**config.mk**
```make
export PLATFORM = sky130hd
export DESIGN_NAME = bram_block_reverse_flat
export DESIGN_NICKNAME = d
export VERILOG_FILES = /design/src/rtl/bram_rev_pkg.sv /design/src/rtl/bram_rev_if.sv /design/src/rtl/bram_rev_addr_pipe.sv /design/src/rtl/bram_block_reverse.sv /design/src/flat_wrapper.sv
export SDC_FILE = /design/constraint.sdc
export NUM_CORES = 1
export LEC_CHECK = 0
export CORE_AREA = 5 5 130 132
export DETAILED_ROUTE_END_ITERATION = 8
export DIE_AREA = 0 0 135 137
export GPL_TIMING_DRIVEN = 0
export HOLD_SLACK_MARGIN = 0.05
export PLACE_DENSITY = 0.5
export SLEW_MARGIN = 20
export SYNTH_ARGS = -nofsm -noshare
export SYNTH_HDL_FRONTEND = slang
export SYNTH_HIERARCHICAL = 1
export SYNTH_SLANG_ARGS = --single-unit
```
**constraint.sdc**
```tcl
create_clock -name clk -period 5.3 [get_ports clk]
set_clock_uncertainty 0.05 [all_clocks]
set_input_delay 0.795 -clock clk [delete_from_list [all_inputs] [get_ports clk]]
set_output_delay 0.795 -clock clk [all_outputs]
set_load 0.05 [all_outputs]
```
**src/rtl/bram_rev_pkg.sv**
```systemverilog
// Shared types for the BRAM block-reorder engine.
package bram_rev_pkg;
  typedef enum logic [1:0] {IDLE, RUN, DRAIN, DONE} state_t;
  typedef enum logic [1:0] {MODE_COPY, MODE_REV, MODE_BLKREV, MODE_RSVD} mode_t;
  localparam int MAX_RD_LAT = 4;
endpackage

```
**src/rtl/bram_rev_if.sv**
```systemverilog
// Source-read / destination-write BRAM port pair driven by the reorder engine.
interface bram_rev_if #(
  parameter int DATA_W = 32,
  parameter int ADDR_W = 11
);
  logic              src_en;
  logic [ADDR_W-1:0] src_addr;
  logic [DATA_W-1:0] src_rdata;
  logic              dst_we;
  logic [ADDR_W-1:0] dst_addr;
  logic [DATA_W-1:0] dst_wdata;

  modport master (output src_en, src_addr, dst_we, dst_addr, dst_wdata, input src_rdata);
  modport slave  (input src_en, src_addr, dst_we, dst_addr, dst_wdata, output src_rdata);
endinterface

```
**src/rtl/bram_rev_addr_pipe.sv**
```systemverilog
// Maps a source index to its destination address and delays it to line up
// with the source BRAM read data.
module bram_rev_addr_pipe
  import bram_rev_pkg::*;
#(
  parameter int ADDR_W = 11,
  parameter int RD_LAT = 1
) (
  input  logic              clk,
  input  logic              reset,
  input  logic              in_vld,
  input  logic [ADDR_W-1:0] idx,
  input  mode_t             mode,
  input  logic [ADDR_W-1:0] len,
  input  logic [ADDR_W-1:0] blk_mask,
  output logic              out_vld,
  output logic [ADDR_W-1:0] out_addr,
  output logic              drained
);
  localparam logic [ADDR_W-1:0] ONE = ADDR_W'(1);

  logic [RD_LAT-1:0]             vld_pipe;
  logic [RD_LAT-1:0][ADDR_W-1:0] addr_pipe;
  logic [ADDR_W-1:0]             d;

  always_comb begin
    case (mode)
      MODE_REV:    d = len - idx - ONE;
      MODE_BLKREV: d = (idx & ~blk_mask) | (blk_mask - (idx & blk_mask));
      default:     d = idx;
    endcase
  end

  always_ff @(posedge clk) begin
    if (reset) begin
      vld_pipe  <= '0;
      addr_pipe <= '0;
    end else begin
      vld_pipe[0]  <= in_vld;
      addr_pipe[0] <= d;
      for (int k = 1; k < RD_LAT; k++) begin
        vld_pipe[k]  <= vld_pipe[k-1];
        addr_pipe[k] <= addr_pipe[k-1];
      end
    end
  end

  // Nothing left behind the output stage: the current write is the last one.
  always_comb begin
    drained = 1'b1;
    for (int k = 0; k < RD_LAT - 1; k++)
      if (vld_pipe[k]) drained = 1'b0;
  end

  assign out_vld  = vld_pipe[RD_LAT-1];
  assign out_addr = addr_pipe[RD_LAT-1];
endmodule

```
**src/rtl/bram_block_reverse.sv**
```systemverilog
// Streaming BRAM-to-BRAM copy engine: straight copy, full reversal or
// reversal inside power-of-two blocks, one word per cycle.
module bram_block_reverse
  import bram_rev_pkg::*;
#(
  parameter int DATA_W = 32,
  parameter int ADDR_W = 11,
  parameter int RD_LAT = 1
) (
  input  logic                        clk,
  input  logic                        reset,
  input  logic                        start,
  input  logic [1:0]                  mode,
  input  logic [ADDR_W:0]             len,
  input  logic [$clog2(ADDR_W+1)-1:0] blk_log2,
  bram_rev_if.master                  bram,
  output logic                        busy,
  output logic                        done,
  output logic                        err,
  output logic [ADDR_W:0]             wr_count
);
  localparam logic [ADDR_W:0]   DEPTH = {1'b1, {ADDR_W{1'b0}}};
  localparam logic [ADDR_W:0]   ONE_L = (ADDR_W+1)'(1);
  localparam logic [ADDR_W-1:0] ONE_A = ADDR_W'(1);

  state_t            state, state_nx;
  mode_t             mode_q;
  logic [ADDR_W:0]   len_q, blk_mask_in;
  logic [ADDR_W-1:0] blk_mask, idx, pipe_addr;
  logic              req_err, issue, last_issue, pipe_vld, drained;

  // Blocks larger than the widest len make the remainder equal len itself.
  always_comb begin
    blk_mask_in = (int'(blk_log2) > ADDR_W) ? '1 : (ONE_L << blk_log2) - ONE_L;
    req_err     = (len > DEPTH) || (mode_t'(mode) == MODE_RSVD) ||
                  ((mode_t'(mode) == MODE_BLKREV) && ((len & blk_mask_in) != '0));
  end

  assign issue      = (state == RUN);
  assign last_issue = (({1'b0, idx} + ONE_L) == len_q);

  always_comb begin
    state_nx = state;
    unique case (state)
      IDLE:    if (start) state_nx = (req_err || len == '0) ? DONE : RUN;
      RUN:     if (last_issue) state_nx = DRAIN;
      DRAIN:   if (drained) state_nx = DONE;
      DONE:    if (!start) state_nx = IDLE;
      default: state_nx = IDLE;
    endcase
  end

  always_ff @(posedge clk) begin
    if (reset) begin
      state    <= IDLE;
      mode_q   <= MODE_COPY;
      len_q    <= '0;
      blk_mask <= '0;
      idx      <= '0;
      err      <= 1'b0;
      wr_count <= '0;
    end else begin
      state <= state_nx;
      case (state)
        IDLE: if (start) begin
          mode_q   <= mode_t'(mode);
          len_q    <= len;
          blk_mask <= blk_mask_in[ADDR_W-1:0];
          idx      <= '0;
          err      <= req_err;
          wr_count <= '0;
        end
        RUN:     idx <= idx + ONE_A;
        default: ;
      endcase
      if (pipe_vld) wr_count <= wr_count + ONE_L;
    end
  end

  bram_rev_addr_pipe #(.ADDR_W(ADDR_W), .RD_LAT(RD_LAT)) u_pipe (
    .clk      (clk),
    .reset    (reset),
    .in_vld   (issue),
    .idx      (idx),
    .mode     (mode_q),
    .len      (len_q[ADDR_W-1:0]),
    .blk_mask (blk_mask),
    .out_vld  (pipe_vld),
    .out_addr (pipe_addr),
    .drained  (drained)
  );

  assign bram.src_en    = issue;
  assign bram.src_addr  = idx;
  assign bram.dst_we    = pipe_vld;
  assign bram.dst_addr  = pipe_addr;
  assign bram.dst_wdata = pipe_vld ? bram.src_rdata : '0;
  assign busy           = (state == RUN) || (state == DRAIN);
  assign done           = (state == DONE);
endmodule

```
**src/flat_wrapper.sv**
```systemverilog
// flat-port wrapper written by rule: the top's interface ports become plain ports
module bram_block_reverse_flat import bram_rev_pkg::*;
#(
  parameter int DATA_W = 32,
  parameter int ADDR_W = 11,
  parameter int RD_LAT = 1
)
  (clk, reset, start, mode, len, blk_log2, busy, done, err, wr_count, bram_src_en, bram_src_addr, bram_dst_we, bram_dst_addr, bram_dst_wdata, bram_src_rdata);
  bram_rev_if #(.DATA_W(DATA_W), .ADDR_W(ADDR_W)) bram_i ();
  input  logic clk;
  input  logic reset;
  input  logic start;
  input  logic [1:0] mode;
  input  logic [ADDR_W:0] len;
  input  logic [$clog2(ADDR_W+1)-1:0] blk_log2;
  output logic busy;
  output logic done;
  output logic err;
  output logic [ADDR_W:0] wr_count;
  output wire logic [$bits(bram_i.src_en)-1:0] bram_src_en;
  output wire logic [$bits(bram_i.src_addr)-1:0] bram_src_addr;
  output wire logic [$bits(bram_i.dst_we)-1:0] bram_dst_we;
  output wire logic [$bits(bram_i.dst_addr)-1:0] bram_dst_addr;
  output wire logic [$bits(bram_i.dst_wdata)-1:0] bram_dst_wdata;
  input wire logic [$bits(bram_i.src_rdata)-1:0] bram_src_rdata;
  assign bram_src_en = bram_i.src_en;
  assign bram_src_addr = bram_i.src_addr;
  assign bram_dst_we = bram_i.dst_we;
  assign bram_dst_addr = bram_i.dst_addr;
  assign bram_dst_wdata = bram_i.dst_wdata;
  assign bram_i.src_rdata = bram_src_rdata;
  bram_block_reverse #(.DATA_W(DATA_W), .ADDR_W(ADDR_W), .RD_LAT(RD_LAT)) u_core (.clk(clk), .reset(reset), .start(start), .mode(mode), .len(len), .blk_log2(blk_log2), .bram(bram_i), .busy(busy), .done(done), .err(err), .wr_count(wr_count));
endmodule
```
==> results.py <==
metrics = {
    "floorplan": {
        "rows": 46,
        "io_pins": 124,
        "fp.dieW_um": 135,
        "initial_utilization_pct": 29.3,
        "core_um2": 15600,
        "dieArea_um2": 18500,
        "die_h_um": 137,
    },
    "sta": {
        "slew_violations": 0,
        "hold_viol": 0,
        "setup_tns_ns": 0,
        "slew_headroom_pct": 46.9,
        "grt_setup_unrepaired": "no",
        "finalSetupViolations": 0,
        "min_period_ns": 4.12,
        "max_freq_mhz": 243,
        "finalCritPeriodShare_pct": 77.7,
        "tightestPinTransition_ns": 0.786,
    },
    "final_layout": {
        "final_common_cell": "clkdlybuf4s50_1",
        "drive_above_1_share_pct": 6.06,
        "syn2layout_area_growth_pct": 39.1,
        "layout_common_cells": "clkdlybuf4s50_1 (122), nand2_1 (71), dfxtp_1 (63)",
        "fin_nets": 813,
        "instances_no_fill": 959,
        "fill_cells": 1627,
        "n_antenna_cell": 0,
        "final_util_pct": 40.8,
        "design_area_um2": 6360,
    },
    "place": {
        "placed_cell_area_um2": 6070,
        "io_buffers": 122,
        "placed_cells": 943,
        "gp_congestion": 0.892,
        "dp_hpwl_mm": 12.7,
    },
    "grt": {
        "grt_pass1_wl_mm": 25.5,
        "gr-usage-all-layers_pct": 17.7,
        "antenna_found_initial": 0,
        "first_global_vias": 4689,
        "grt_overflow": 0,
        "grt_max_degree": 13,
    },
    "synth": {
        "ys_ff_latch": 63,
        "ys_types": 70,
        "synthTopCellsByArea": "dfxtp_1 (28%), nand2_1 (5.8%), ha_1 (5.7%)",
        "synth_edf_count": 0,
        "yosys.area_share.simple_pct": 28.5,
        "synthMuxAreaShare_pct": 2.54,
        "synth_top_family_by_area": "simple AND/OR/NAND/NOR gates",
        "synth_xor_area_share_pct": 5.14,
        "synth_compound_area_share_pct": 24.0,
        "synth_top_area_cell": "dfxtp_1",
        "synth_fp_nets": 680,
        "yosys_warnings": 6,
        "synth_seq_area_share_pct": 27.6,
        "avgSynthCellArea_um2": 7.56,
        "syn_area_um2": 4580,
        "synthArstFlopShare_pct": 0,
        "yosysTopAreaCellShare_pct": 27.6,
        "syn_inst": 605,
        "synth_fa_ha_area_share_pct": 6.18,
        "ys.flop_type": "dfxtp_1",
    },
    "min_path": {
        "hold_start": "u_core/len_q[11]",
        "hold_path_class": "reg -> reg",
    },
    "clock_network": {
        "cts_post_setup_buffers_inserted": 0,
        "post_cts_resized": 0,
        "clock_sinks": 63,
        "h-tree-depth": 3,
        "clock_path_buffers": 2,
        "ctsRootBufferMaster": "clkbuf_16",
        "cts_tree": "yes",
        "path_clk_slew_ns": 0.06,
        "hold_buffers": 0,
        "clkLatencyLatePin_ns": 0.35,
        "cts_made_buffers": 9,
    },
    "routing": {
        "routed_wl_mm": 16.1,
        "dr_total_vias": 4885,
        "ant_nets": 0,
        "via_per_inst": 5.09,
        "drc": 0,
        "wire_per_inst_um": 16.8,
        "drtPass1Iterations": 7,
        "drtIter0Drc": 436,
    },
    "critical_path": {
        "arrival_ns": 4.30,
        "worstPathRequired_ns": 5.48,
        "cp-startpoint": "blk_log2[2]",
        "path_class": "in -> reg",
        "rr_startpoint": "u_core/bram.src_addr[0]",
        "startpoint_type": "input port",
        "crit_path_end_kind": "register",
        "crit_fanout": 10,
    },
    "power_and_ir_drop": {
        "peakVddDrop_mv": 0.185,
        "total_power_mw": 2.40,
        "power_leakage_nw": 2.33,
        "power_density_nw_per_um2": 377,
    },
    "outcome": {
        "status": "finished clean",
    },
    "job": {
        "maxCapViolCount": 0,
    },
}
where the power goes:
| part | leakage [nW] | internal (mW) | total (mW) | switching (mW) |
|---|---|---|---|---|
| combinational | 1.67 | 0.424 | 1.17 | 0.745 |
| sequential | 0.513 | 0.541 | 0.622 | 0.0813 |
| clock | 0.142 | 0.364 | 0.606 | 0.241 |
final timing paths:
check	to	slack, ns	cells past startpoint
setup / recovery	u_core/state[1]	1.18	13
hold / removal	u_core/len_q[11]	0.44	2
setup reg to reg	u_core/u_pipe/out_addr[10]	2.46	9
hold reg to reg	u_core/len_q[11]	0.44	2
through the flow:
step | setup slack, ns | hold WS (ns)
floorplan | 2.23 | 0.397
global placement | 0.878 | 0.436
detailed placement | 0.841 | 0.440
CTS | 1.19 | 0.448
global route | 0.896 | 0.473
finish | 1.18 | 0.441
synth_stat cells, types with 3 or more instances:
| cell | number |
|---|---|
| nand2_1 | 71 |
| dfxtp_1 | 63 |
| nor2_1 | 52 |
| a21oi_1 | 48 |
| and2_1 | 35 |
| clkbuf_1 | 29 |
| inv_1 | 25 |
| o21ai_0 | 25 |
| ha_1 | 21 |
| nand3_1 | 18 |
| a211oi_1 | 14 |
| nand2b_1 | 14 |
| nor3_1 | 14 |
| a31oi_1 | 13 |
| xor2_1 | 13 |
| xnor2_1 | 12 |
| a21o_1 | 11 |
| a22oi_1 | 11 |
| and3_1 | 8 |
| nor2b_1 | 8 |
| mux2i_1 | 6 |
| nand4_1 | 6 |
| nor4_1 | 5 |
| or3_1 | 5 |
| a221oi_1 | 4 |
| buf_2 | 4 |
| buf_4 | 4 |
| nand3b_1 | 4 |
| o21a_1 | 4 |
| mux2_1 | 3 |
| o2111ai_1 | 3 |
| o21bai_1 | 3 |
critical path, cell delays in order:
cell and delay [ns]:
clkdlybuf4s50_1 0.54, clkbuf_1 0.38, or2_1 0.24, nor2_1 0.08, nand2_1 0.09, ha_1 0.28, nand2b_1 0.13, or3b_1 0.38
a21oi_1 0.22, nor3b_1 0.10, o41ai_1 0.72, a311o_1 0.29, mux2i_1 0.07
routing by layer:
layer | part of all wire, % | track usage [%]
met5 | 0 | 0
met4 | 1.9 | 6.27
met3 | 7.0 | 4.15
met2 | 46 | 28.3
met1 | 46 | 23.3
cell type report:
| class | instances | area [um2] | share of cell area [%] |
|---|---|---|---|
| Timing Repair Buffer | 122 | 1220 | 19.2 |
| Multi-Input combinational cell | 477 | 3040 | 47.8 |
| Tap cell | 216 | 270 | 4.25 |
| Buffer | 39 | 174 | 2.73 |
| Sequential cell | 63 | 1260 | 19.8 |
| Inverter | 26 | 97.6 | 1.53 |
| Clock buffer | 9 | 225 | 3.54 |
| Clock inverter | 7 | 72.6 | 1.14 |
sequential cells by signal (all words and copies together) (netlist names):
signal / cells
u_core/len_q: 12
u_core/u_pipe/out_vld: 1
u_core/blk_mask: 11
u_core/state: 2
u_core/u_pipe/out_addr: 11
u_core/err: 1
u_core/bram.src_addr: 11
u_core/mode_q: 2
u_core/wr_count: 12
kinds of logic after synthesis:
kind of cell | after synthesis
compound gates | 164
mux | 11
xor+xnor | 26
flops | 63
fa+ha+maj | 22
simple gates | 253
buf+inv | 65
other cells | 1
Power figures use the tool's default switching activity.
